### config.mk
export PLATFORM = sky130hd
export DESIGN_NAME = regfile_param
export DESIGN_NICKNAME = d
export VERILOG_FILES = /design/src/rtl/regfile_pkg.sv /design/src/rtl/regfile_clr_fsm.sv /design/src/rtl/regfile_param.sv
export SDC_FILE = /design/constraint.sdc
export NUM_CORES = 1
export LEC_CHECK = 0
export ABC_AREA = 1
export BUFFER_PORTS_ARGS = -buffer_cell sky130_fd_sc_hd__buf_2
export CAP_MARGIN = 40
export CORE_UTILIZATION = 50
export CTS_BUF_LIST = sky130_fd_sc_hd__clkbuf_8
export CTS_CLUSTER_SIZE = 30
export DETAILED_ROUTE_END_ITERATION = 12
export PLACE_DENSITY = 0.71
export SYNTH_ARGS = -nofsm -noshare
export SYNTH_HDL_FRONTEND = slang
export SYNTH_HIERARCHICAL = 1
export SYNTH_SLANG_ARGS = --single-unit
### constraint.sdc
create_clock -name clk -period 2.9 [get_ports clk]
set_input_delay 0 -clock clk [delete_from_list [all_inputs] [get_ports clk]]
set_output_delay 0 -clock clk [all_outputs]
set_load 0.01 [all_outputs]
### src/rtl/regfile_pkg.sv
// regfile_pkg: clear-engine state encoding and default register-file geometry
package regfile_pkg;
  typedef enum logic [1:0] {IDLE, CLEAR, DONE} clr_state_t;
  localparam int DATA_W_DEF = 8;
  localparam int ADDR_W_DEF = 3;
endpackage

### src/rtl/regfile_clr_fsm.sv
// regfile_clr_fsm: sequential clear engine walking every register once, with busy/done handshake
module regfile_clr_fsm
  import regfile_pkg::*;
#(
  parameter int ADDR_W = ADDR_W_DEF
) (
  input  logic              clk,
  input  logic              rst,
  input  logic              clr_req,
  output logic [ADDR_W-1:0] clr_idx,
  output logic              clr_busy,
  output logic              clr_done,
  output logic              idle
);
  clr_state_t state, state_n;
  logic [ADDR_W-1:0] cnt, cnt_n;
  always_ff @(posedge clk)
    if (rst) begin
      state <= IDLE;
      cnt   <= '0;
    end else begin
      state <= state_n;
      cnt   <= cnt_n;
    end
  always_comb begin
    state_n = state == IDLE  ? (clr_req ? CLEAR : IDLE) :
              state == CLEAR ? (&cnt ? DONE : CLEAR) : IDLE;
    cnt_n   = state == CLEAR ? cnt + 1'b1 :
              (state == IDLE && clr_req) ? '0 : cnt;
  end
  assign clr_idx  = cnt;
  assign clr_busy = state == CLEAR;
  assign clr_done = state == DONE;
  assign idle     = state == IDLE;
endmodule

### src/rtl/regfile_param.sv
// regfile_param: parametrised 2R1W register file with bypass, pending scoreboard and clear engine
module regfile_param
  import regfile_pkg::*;
#(
  parameter int DATA_W   = DATA_W_DEF,
  parameter int ADDR_W   = ADDR_W_DEF,
  parameter bit ZERO_REG = 1'b0,
  parameter bit BYPASS   = 1'b1
) (
  input  logic              clk,
  input  logic              rst,
  input  logic [ADDR_W-1:0] rd_addr_a,
  output logic [DATA_W-1:0] rd_data_a,
  input  logic [ADDR_W-1:0] rd_addr_b,
  output logic [DATA_W-1:0] rd_data_b,
  output logic              pend_a,
  output logic              pend_b,
  input  logic              wr_en,
  input  logic [ADDR_W-1:0] wr_addr,
  input  logic [DATA_W-1:0] wr_data,
  input  logic              res_en,
  input  logic [ADDR_W-1:0] res_addr,
  input  logic              clr_req,
  output logic              clr_busy,
  output logic              clr_done
);
  localparam int DEPTH = 1 << ADDR_W;
  logic [DATA_W-1:0] mem [DEPTH];
  logic [DEPTH-1:0]  pend;
  logic [ADDR_W-1:0] clr_idx;
  logic              idle, wr_ok, res_ok;
  regfile_clr_fsm #(.ADDR_W(ADDR_W)) u_fsm (
    .clk, .rst, .clr_req, .clr_idx, .clr_busy, .clr_done, .idle
  );
  assign wr_ok  = idle && wr_en && !(ZERO_REG && wr_addr == '0);
  assign res_ok = idle && res_en && !(ZERO_REG && res_addr == '0);
  // a reservation in the same cycle as a write wins: it names a newer producer
  always_ff @(posedge clk)
    if (rst) begin
      for (int i = 0; i < DEPTH; i++) mem[i] <= '0;
      pend <= '0;
    end else if (clr_busy) begin
      mem[clr_idx]  <= '0;
      pend[clr_idx] <= 1'b0;
    end else begin
      if (wr_ok) begin
        mem[wr_addr]  <= wr_data;
        pend[wr_addr] <= 1'b0;
      end
      if (res_ok) pend[res_addr] <= 1'b1;
    end
  assign rd_data_a = (ZERO_REG && rd_addr_a == '0) ? '0 :
                     (BYPASS && wr_ok && wr_addr == rd_addr_a) ? wr_data : mem[rd_addr_a];
  assign rd_data_b = (ZERO_REG && rd_addr_b == '0) ? '0 :
                     (BYPASS && wr_ok && wr_addr == rd_addr_b) ? wr_data : mem[rd_addr_b];
  assign pend_a = pend[rd_addr_a];
  assign pend_b = pend[rd_addr_b];
endmodule

==> summary.md, run 1 <==
| Metric | Value |
|---|---|
| Outcome | finished clean |
| Syn nets | 661 |
| Min-delay src | res_en |
| Final Hold Viols | 0 |
| Internal | 1.79 mW |
| Layout cells sized above 1 | 24.0% |
| Setup Skew | 0.00834 ns |
| Fillers | 940 |
| First-pass GRT wire length | 24.0 mm |
| Routed wire length | 15.6 mm |
| CTS tree | built |
| Async S/R FF share, synth | 0% |
| Pwr per Cell Area | 445 nW/um2 |
| Post CTS Setup Buffer Count | 0 |
| Row cnt | 37 |
| YS warnings | 6 |
| WS Path Type | register to primary output |
| Final WS setup | 0.485 ns |
| Critical Path, Cell by Cell | nor2_1, nand2_2, inv_1, o21ai_0, nor2_1, nand2_2, inv_1, nand2_1, nand2_1, buf_2 |
| Crit path max fanout | 9 |
| Arr. time, crit path | 2.42 ns |
| Die area | 10900 um2 |
| Wirelength per Cell | 19.1 um |
| Finished layout cell area | 5780 um2 |
| Number of flops mapped to enable cells by yosys | 64 |
| Max-cap viol count | 0 |
| CTS Buffer Depth | 2 |
| Seq cells post-synth | 77 |
| Die width | 105 um |
| Worst EP required | 2.90 ns |
| Detail Placement HPWL | 11.0 mm |
| DR pass1 iterations | 6 |
| Vias/cell | 6.07 |
| Area leader, netlist | edfxtp_1 |
| Comb power frac | 20.2% |
| Final Instance Count excl. Fillers | 814 |
| Max IR drop VDD | 0.245 mV |
| Switching part of the total | 30.7% |
| Sequential Power Share | 49.3% |
| Final Cycle Share | 83.3% |
| Top cells by area, synth | edfxtp_1 37%, nor3_2 11%, nand2_1 10% |
| Pin count of the biggest net entering global routing | 64 |
| DRT antenna net count | 0 |
| Gate Count Post-Synth | 634 |
| Antenna diodes | 0 |
| Top post-synthesis cells by count | 144 x nand2_1, 73 x nand3_1, 64 x edfxtp_1 |
| Final setup vio count | 0 |
| PortBufs | 44 |
| Core ar. | 10300 um2 |
| LEAKAGE | 2.24 nW |
| Post-Place Cell Area | 5520 um2 |
| Vias after detailed routing | 4940 |
| Net switching power | 790 uW |
| Layout Area Growth over Synthesis | 10.0% |
| CP startpoint | u_fsm/state[1]$_SDFF_PP0_ |
| # DRC | 0 |
| Area of the multi-input gates | 2580 um2 |
| Tightest Pin Transition | 0.657 ns |
| Critical path's largest stage delay | 0.42 ns |
| Clock root buffer | clkbuf_8 |
| Yosys cell types | 29 |
| Fmax | 414 MHz |
| I/O pin count | 45 |
| RSZ-0062 raised after global routing | false |
| TritonCTS Buffers | 9 |
| Clock Power Share | 30.5% |
| Vias in the first global route | 4482 |
| Skew-Pair Late Insertion Delay | 0.35 ns |
| Nets | 700 |
| Die Height | 105 um |
| WP buf/inv | 3 |
| Tmin final | 2.42 ns |
| Top-count cell post-synth | nand2_1 |
| Worst r2r src | u_fsm/state[0]$_SDFF_PP0_ |
| Initial antenna violation count | 0 |
| CP max-delay cell | inv_1 |
| CP top delay family | simple AND/OR/NAND/NOR gates |
| Final setup TNS | 0 ns |
| Tot GR Track Use | 29.2% |
| Placer Congestion | 0.973 |
| Syn_area_per_cell | 8.29 um2 |
| Seq/Total Area, Yosys | 41.5% |
| Max Transition Viols Final | 0 |
| Htree depth | 3 |
| Final Power | 2.58 mW |
| CTS clk-pin slew, worst paths | 0.08 ns |
| Mapped cell area | 5260 um2 |
| Startpoint types | register |
| Initial DRC Count | 806 |
| CTS sink count | 77 |
| Setup WS pre-CTS | 0.549 ns |
| Slew HR | 56.2% |
| Worst hold path type | primary input to register |
| Initial Utilization | 51.1% |
| Main synth FF type | edfxtp_1 |
| Placed insts | 791 |
| Register Area | 2180 um2 |
| CP Capture Type | primary output |
| Post-synth top area share | 36.6% |
| Grt ovf | 0 |
power groups by stage:
stage	Sequential, mW	Combinational (mW)	Clock [mW]
floorplan	1.28	0.357	0
global placement	1.29	0.484	0
detailed placement	1.29	0.501	0
CTS	1.27	0.509	0.794
global route	1.27	0.566	0.845
finish	1.27	0.520	0.786
through the flow:
| stage | utilization [%] | hold WS (ns) |
|---|---|---|
| floorplan | - | 0.0691 |
| global placement | 53.7 | 0.298 |
| CTS | 56.3 | 0.0876 |
| global route | 56.3 | 0.131 |
| detailed placement | 53.7 | 0.302 |
| finish | 56.3 | 0.107 |
worst reg2reg max path: cells and delay by family (launching register included):
kind | cells | cell delay, ns
flip-flops | 1 | 0.41
AND/OR/NAND/NOR | 6 | 0.76
buffers and inverters | 3 | 0.52
AO/OA/AOI/OAI | 1 | 0.43
cell usage in the layout (no fill, tap or decap), types with 4 or more instances in the layout:
cell type	synthesis	routed
a21oi_1	32	32
buf_2	8	44
buf_4	0	15
clkbuf_8	0	9
dfxtp_1	13	13
dlygate4sd3_1	0	7
edfxtp_1	64	64
inv_1	63	64
nand2_1	144	144
nand2_2	15	15
nand2_4	5	5
nand3_1	73	73
nand4_1	7	7
nor2_1	12	12
nor3_1	4	4
nor3_2	60	60
o211ai_1	32	32
o21ai_0	54	54
layer usage:
metal,track usage (%),up-vias,wire length [um]
met1,39.2,2312,6260
met2,45.0,324,7060
met4,10.8,0,428
met5,0,-,0
li1,-,2258,-
met3,7.89,46,1800
flip-flops by register name (all words and copies together) (netlist names):
name,cells
pend,8
u_fsm/state,2
u_fsm/clr_idx,3
mem,64
area by class of cell:
cell class | instances | share of cell area (%)
multi-input cells | 450 | 44.6
flip-flops and latches | 77 | 37.7
repair buffers | 66 | 6.97
inverters | 69 | 4.50
well taps | 136 | 2.94
clock buffers | 9 | 2.14
clock inverters | 7 | 1.13
kinds of logic after synthesis:
logic type	after synthesis	share of synthesized area, %
buffers and inverters	107	9.43
XOR/XNOR	3	0.500
AND/OR/NAND/NOR	325	35.0
flip-flops	77	41.5
AO/OA/AOI/OAI	120	13.1
adder cells (fa/ha/maj)	2	0.476
path summary, 6_finish.rpt:
kind / endpoint / slack (ns) / cells after the start
hold / removal: pend[4]$_SDFF_PP0_ / 0.11 / 5
setup reg to reg: mem[2][1]$_SDFFCE_PN0P_ / 0.49 / 10
setup / recovery: rd_data_a[5] / 0.48 / 10
hold reg to reg: pend[1]$_SDFF_PP0_ / 0.52 / 2
timing repair:
| action | 4_1_cts | 5_1_grt |
|---|---|---|
| resized for setup | 0 | 0 |
| endpoints found under the hold margin | 11 | 0 |
| hold buffers | 7 | 0 |
Note: power is estimated with default switching activity, not from simulation.
==> inputs of run 2 (changes only) <==
==> constraint.sdc (replaced) <==
create_clock -name clk -period 2.41 [get_ports clk]
set_input_delay 0 -clock clk [delete_from_list [all_inputs] [get_ports clk]]
set_output_delay 0 -clock clk [all_outputs]
set_load 0.01 [all_outputs]
==> run 2 against run 1 <==
Critical path depth is the same. Critical path type unchanged. Sequential share of layout area shrank 0.63 points. Highest routed layer unchanged. Clock-buffer cell count is the same. Sequential power grew 20%. Non-clock buffer count grew 6. Largest power group unchanged.
==> summary.md, run 2 (same netlist as run 1, synthesis figures left out) <==
| Metric | Value |
|---|---|
| Sequential Power Share | 45.6% (-3.7 points) |
| Min-delay src | res_en |
| Startpoint types | register |
| Tightest Pin Transition | 0.586 ns (-0.0717 ns) |
| Comb power frac | 19.2% (-1.0 points) |
| Switching part of the total | 29.1% (-1.5 points) |
| Vias/cell | 6.05 (-0.31%) |
| Tmin final | 2.24 ns |
| CTS tree | built |
| Final Power | 3.34 mW (+30%) |
| RSZ-0062 raised after global routing | false |
| Layout cells sized above 1 | 25.0% (+1.0 points) |
| Max IR drop VDD | 0.341 mV (+39%) |
| Max-cap viol count | 0 (unchanged) |
| Die width | 105 um (unchanged) |
| Antenna diodes | 0 (unchanged) |
| R2r setup slk | 0.25 ns (-0.24 ns) |
| Pwr per Cell Area | 568 nW/um2 (+27%) |
| Final Hold Viols | 0 (unchanged) |
| Largest reg by FF count | mem |
| CP Capture Type | primary output |
| Outcome | finished clean |
| I/O pin count | 45 (unchanged) |
| Wirelength per Cell | 18.6 um (-2.6%) |
| # DRC | 0 (unchanged) |
| Setup Skew | 0.0153 ns (+0.00698 ns) |
| Detail Placement HPWL | 10.9 mm (-0.26%) |
| Internal | 2.37 mW (+33%) |
| Worst hold path type | primary input to register |
| Final setup vio count | 0 (unchanged) |
| Clock root buffer | clkbuf_8 |
| Worst EP required | 2.41 ns (-0.49 ns) |
| DRT antenna net count | 0 (unchanged) |
| LEAKAGE | 2.26 nW (+1.1%) |
| Worst r2r src | u_fsm/state[0]$_SDFF_PP0_ |
| WS Path Type | register to primary output |
| CTS clk-pin slew, worst paths | 0.09 ns (about the same) |
| Crit path max fanout | 9 (unchanged) |
| TritonCTS Buffers | 9 (unchanged) |
| Commonest non-fill, non-tap cell in the layout | nand2_1 |
| Max Transition Viols Final | 0 (unchanged) |
| Max FFs per register | 64 (unchanged) |
| Skew-Pair Late Insertion Delay | 0.36 ns (about the same) |
| CP startpoint | u_fsm/state[0]$_SDFF_PP0_ |
| Initial antenna violation count | 0 (unchanged) |
| Die Height | 105 um (unchanged) |
| Final Cycle Share | 93.0% |
| CTS Buffer Depth | 2 (unchanged) |
| Tot GR Track Use | 28.6% (-0.60 points) |
| First-pass GRT wire length | 23.8 mm (-0.78%) |
| Slew HR | 61.0% (+4.8 points) |
| Vias in the first global route | 4401 (-1.8%) |
| Placer Congestion | 0.973 (about the same) |
| CTS sink count | 77 (unchanged) |
| Routed wire length | 15.2 mm (-2.0%) |
| Initial Utilization | 51.1% (unchanged) |
| Nets | 706 (+0.86%) |
| Initial DRC Count | 830 (+3.0%) |
| Final setup TNS | 0 ns (unchanged) |
| Most frequent cells in the layout | 144 x nand2_1, 73 x nand3_1, 64 x edfxtp_1 |
| Layout Area Growth over Synthesis | 11.9% |
| Core ar. | 10300 um2 (unchanged) |
| Pin count of the biggest net entering global routing | 63 (-1.6%) |
| Final WS setup | 0.168 ns (-0.316 ns) |
| Htree depth | 3 (unchanged) |
| Setup WS pre-CTS | 0.187 ns (-0.363 ns) |
| Row cnt | 37 (unchanged) |
| PortBufs | 44 (unchanged) |
| Die area | 10900 um2 (unchanged) |
| Vias after detailed routing | 4955 (+0.30%) |
| Net switching power | 973 uW (+23%) |
| DR pass1 iterations | 5 (-1) |
| Grt ovf | 0 (unchanged) |
| Clock Power Share | 35.2% (+4.7 points) |
| Fmax | 446 MHz |
| Arr. time, crit path | 2.24 ns (-0.18 ns) |
## run 2: cell types whose count changed in the layout (fill, tap and decap cells not counted), sizes merged
cell	change
buf	+6
inv	-3
bufinv	+2
clkinv	-2
clkinvlp	+2
## run 2: final timing paths
kind                             endpoint  cells after the start
setup reg to reg  mem[7][7]$_SDFFCE_PN0P_                      9
setup / recovery             rd_data_a[1]                     10
hold reg to reg        pend[5]$_SDFF_PP0_                      2
hold / removal         pend[3]$_SDFF_PP0_                      5
## run 2: cell type report
cell class              instances  area, um2
inverters                      69        268
well taps                     136        170
repair buffers                 72        448
clock inverters                 6        111
fillers                       897       4400
flip-flops and latches         77       2180
clock buffers                   9        124
multi-input cells             450       2580
## run 2: critical path, stage by stage, from the launching register on
cell and delay (ns):
dfxtp_1 0.36, nor2_1 0.25, nand2_2 0.16, inv_1 0.10, o21ai_0 0.08, nor2_1 0.14
nand2_2 0.20, clkinvlp_4 0.27, nand2_1 0.08, nand2_1 0.08, buf_2 0.13
## run 2: metrics by stage
stage,cell area [um2],util (%),hold WS (ns),cells
CTS,5870,57.1,0.0761,819
global route,5880,57.2,0.123,819
finish,5880,57.2,0.0891,819
detailed placement,5570,54.2,0.304,797
global placement,5570,54.2,0.293,797
floorplan,5260,-,0.0691,634
## run 2: what timing repair did
item / 4_1_cts / 5_1_grt
resized for setup: 0 / 3
buffers inserted: 0 / 0
endpoints found under the setup margin: 0 / 22
hold endpoints to repair: 11 / 0
hold buffers: 7 / 0
## run 2: layer usage
| metal | wire (um) | global-route usage, % | vias to the layer above |
|---|---|---|---|
| li1 | - | - | 2280 |
| met1 | 6320 | 39.1 | 2316 |
| met2 | 6710 | 44.9 | 307 |
| met3 | 1660 | 6.08 | 52 |
| met4 | 539 | 9.69 | 0 |
| met5 | 0 | 0 | - |
## run 2: power by group through the flow
| stage | Clock [mW] | Combinational (mW) | Sequential [mW] |
|---|---|---|---|
| after floorplan | 0 | 0.429 | 1.54 |
| after global placement | 0 | 0.595 | 1.55 |
| after detailed placement | 0 | 0.613 | 1.55 |
| after CTS | 1.18 | 0.625 | 1.52 |
| after global routing | 1.23 | 0.694 | 1.53 |
| final | 1.18 | 0.640 | 1.52 |
==> inputs of run 3 (changes only) <==
==> constraint.sdc (replaced) <==
create_clock -name clk -period 2.1 [get_ports clk]
set_input_delay 0 -clock clk [delete_from_list [all_inputs] [get_ports clk]]
set_output_delay 0 -clock clk [all_outputs]
set_load 0.01 [all_outputs]
==> run 3 against run 2 <==
Via count about the same. Flip-flop and latch count unchanged. Hold slack lost 0.012 ns. Core utilization rose by 0.50 points. Global-route usage grew 1.4 points. Clock-buffer cell count did not move. Cell count grew 1.1%. Combinational power up 19%. Clock power is 5% lower. Total power rose by 8.5%. Critical path type is now register to register. Largest cell class unchanged.
==> summary.md, run 3 (same netlist as run 1, synthesis figures left out) <==
| Metric | Value |
|---|---|
| First-pass GRT wire length | 25.0 mm (+5.2%) |
| Worst EP required | 2.18 ns (-0.23 ns) |
| R2r setup slk | 0.13 ns (-0.12 ns) |
| Pin count of the biggest net entering global routing | 63 (unchanged) |
| Min-delay src | res_en |
| Largest reg by FF count | mem |
| Setup Skew | 0.0130 ns (-0.00231 ns) |
| Max Transition Viols Final | 0 (unchanged) |
| GRT met1 Usage | 41.4% (+2.3 points) |
| Final Hold Viols | 0 (unchanged) |
| I/O pin count | 45 (unchanged) |
| Final Cycle Share | 93.7% |
| Initial antenna violation count | 0 (unchanged) |
| Nets | 714 (+1.1%) |
| CTS tree | built |
| Final setup vio count | 0 (unchanged) |
| Row cnt | 37 (unchanged) |
| Vias in the first global route | 4638 (+5.4%) |
| RR Endpoint | mem[7][3]$_SDFFCE_PN0P_ |
| # DRC | 0 (unchanged) |
| Vias after detailed routing | 4956 (+0.020%) |
| Critical path's largest stage delay | 0.36 ns (about the same) |
| Crit path max fanout | 9 (unchanged) |
| WS Path Type | register to register |
| Busiest grt layer | met2 |
| CTS Buffer Depth | 2 (unchanged) |
| Pwr per Cell Area | 611 nW/um2 (+7.6%) |
| Antenna diodes | 0 (unchanged) |
| Die Height | 105 um (unchanged) |
| CTS sink count | 77 (unchanged) |
| Layout Area Growth over Synthesis | 12.9% |
| Htree depth | 3 (unchanged) |
| Wirelength per Cell | 19.0 um (+1.9%) |
| Initial Utilization | 51.1% (unchanged) |
| CP top delay family | simple AND/OR/NAND/NOR gates |
| Clock root buffer | clkbuf_8 |
| Arr. time, crit path | 2.05 ns (-0.19 ns) |
| WHS | 0.0768 ns (-0.0123 ns) |
| Commonest non-fill, non-tap cell in the layout | nand2_1 |
| Slew HR | 60.9% (-0.073 points) |
| Max IR drop VDD | 0.421 mV (+23%) |
| Die width | 105 um (unchanged) |
| Startpoint types | register |
| DRT antenna net count | 0 (unchanged) |
| Outcome | finished clean |
| Fmax | 508 MHz |
| Skew-Pair Late Insertion Delay | 0.37 ns (about the same) |
| LEAKAGE | 2.30 nW (+1.7%) |
| Met3 usage | 5.83% (-0.25 points) |
| Most frequent cells in the layout | 144 x nand2_1, 73 x nand3_1, 64 x edfxtp_1 |
| Max FFs per register | 64 (unchanged) |
| Detail Placement HPWL | 11.3 mm (+3.2%) |
| DR pass1 iterations | 6 (+1) |
| Worst r2r src | u_fsm/state[0]$_SDFF_PP0_ |
| Placer Congestion | 0.981 (+0.80%) |
| Vias/cell | 5.99 (-1.1%) |
| Layout cells sized above 1 | 26.3% (+1.3 points) |
| Tot GR Track Use | 30.0% (+1.4 points) |
| CP max-delay cell | dfxtp_2 |
| Global Route met2 Usage | 46.5% (+1.6 points) |
| Max-cap viol count | 0 (unchanged) |
| Worst Hold Depth | 5 (unchanged) |
| WP buf/inv | 1 (-2) |
| Die area | 10900 um2 (unchanged) |
| Worst hold path type | primary input to register |
| Core ar. | 10300 um2 (unchanged) |
| Tmin final | 1.97 ns |
| TritonCTS Buffers | 9 (unchanged) |
| WHS Endpoint | pend[4]$_SDFF_PP0_ |
| Grt ovf | 0 (unchanged) |
| Initial DRC Count | 887 (+6.9%) |
| Routed wire length | 15.7 mm (+3.0%) |
| CTS clk-pin slew, worst paths | 0.09 ns (about the same) |
| R2R depth | 8 (-1) |
| Crit. path cell count | 8 (-2) |
| Final setup TNS | 0 ns (unchanged) |
| PortBufs | 44 (unchanged) |
| Tightest Pin Transition | 0.587 ns (+0.00110 ns) |
| Critical Path, Cell by Cell | nor2_2, nand2_2, nor2_8, nand2_4, nand2_1, nand3_4, o21ai_0, buf_4 |
| CP Capture Type | register |
run 3: worst max path at each step:
stage | start | slack [ns] | endpoint
floorplan | u_fsm/state[0]$_SDFF_PP0_ | -0.16 | mem[0][0]$_SDFFCE_PN0P_
global placement | u_fsm/state[1]$_SDFF_PP0_ | 0.14 | mem[1][3]$_SDFFCE_PN0P_
detailed placement | u_fsm/state[1]$_SDFF_PP0_ | 0.13 | mem[7][6]$_SDFFCE_PN0P_
CTS | u_fsm/state[1]$_SDFF_PP0_ | 0.02 | rd_data_a[7]
global route | u_fsm/state[0]$_SDFF_PP0_ | -0.02 | rd_data_a[2]
finish | u_fsm/state[0]$_SDFF_PP0_ | 0.13 | mem[7][3]$_SDFFCE_PN0P_
run 3: metrics by stage:
stage | cells | cell area (um2) | utilization (%) | total power [mW] | setup slack, ns
6_report | 828 | 5930 | 57.7 | 3.62 | 0.132
4_1_cts | 826 | 5900 | 57.4 | 3.61 | 0.0193
3_5_place_dp | 802 | 5610 | 54.5 | 2.50 | 0.133
5_1_grt | 828 | 5930 | 57.7 | 3.76 | -0.0173
2_1_floorplan | 634 | 5260 | - | 2.26 | -0.156
3_3_place_gp | 802 | 5610 | 54.5 | 2.48 | 0.139
run 3: area by class of cell:
type / count / area, um2
Sequential cell: 77 / 2180
Clock inverter: 7 / 67.6
Tap cell: 136 / 170
Fill cell: 914 / 4350
Clock buffer: 9 / 124
Multi-Input combinational cell: 450 / 2580
Inverter: 69 / 268
Timing Repair Buffer: 80 / 533
run 3: metal layers:
metal	share of wire [%]	routed length, um
met5	0	0
met4	2.9	449
met3	11	1670
met2	46	7240
met1	40	6340
run 3: repair_timing:
action | in CTS | in global routing
gates resized for setup | 3 | 3
buffers inserted | 1 | 2
endpoints found under the hold margin | 11 | 0
pin swaps | 1 | 2
gates cloned | 0 | 0
setup endpoints to repair | 16 | 38
hold buffers | 7 | 0
run 3: worst register-to-register path: stages, from the launching register on:
cell	delay, ns
dfxtp_2	0.36
nor2_2	0.14
nand2_2	0.12
nor2_8	0.17
nand2_4	0.10
nand2_1	0.14
nand3_4	0.13
o21ai_0	0.30
buf_4	0.22
run 3: power by group:
part	switching (mW)	internal, mW
sequential	0.0363	1.71
combinational	0.523	0.236
clock	0.574	0.542
total	1.13	2.49
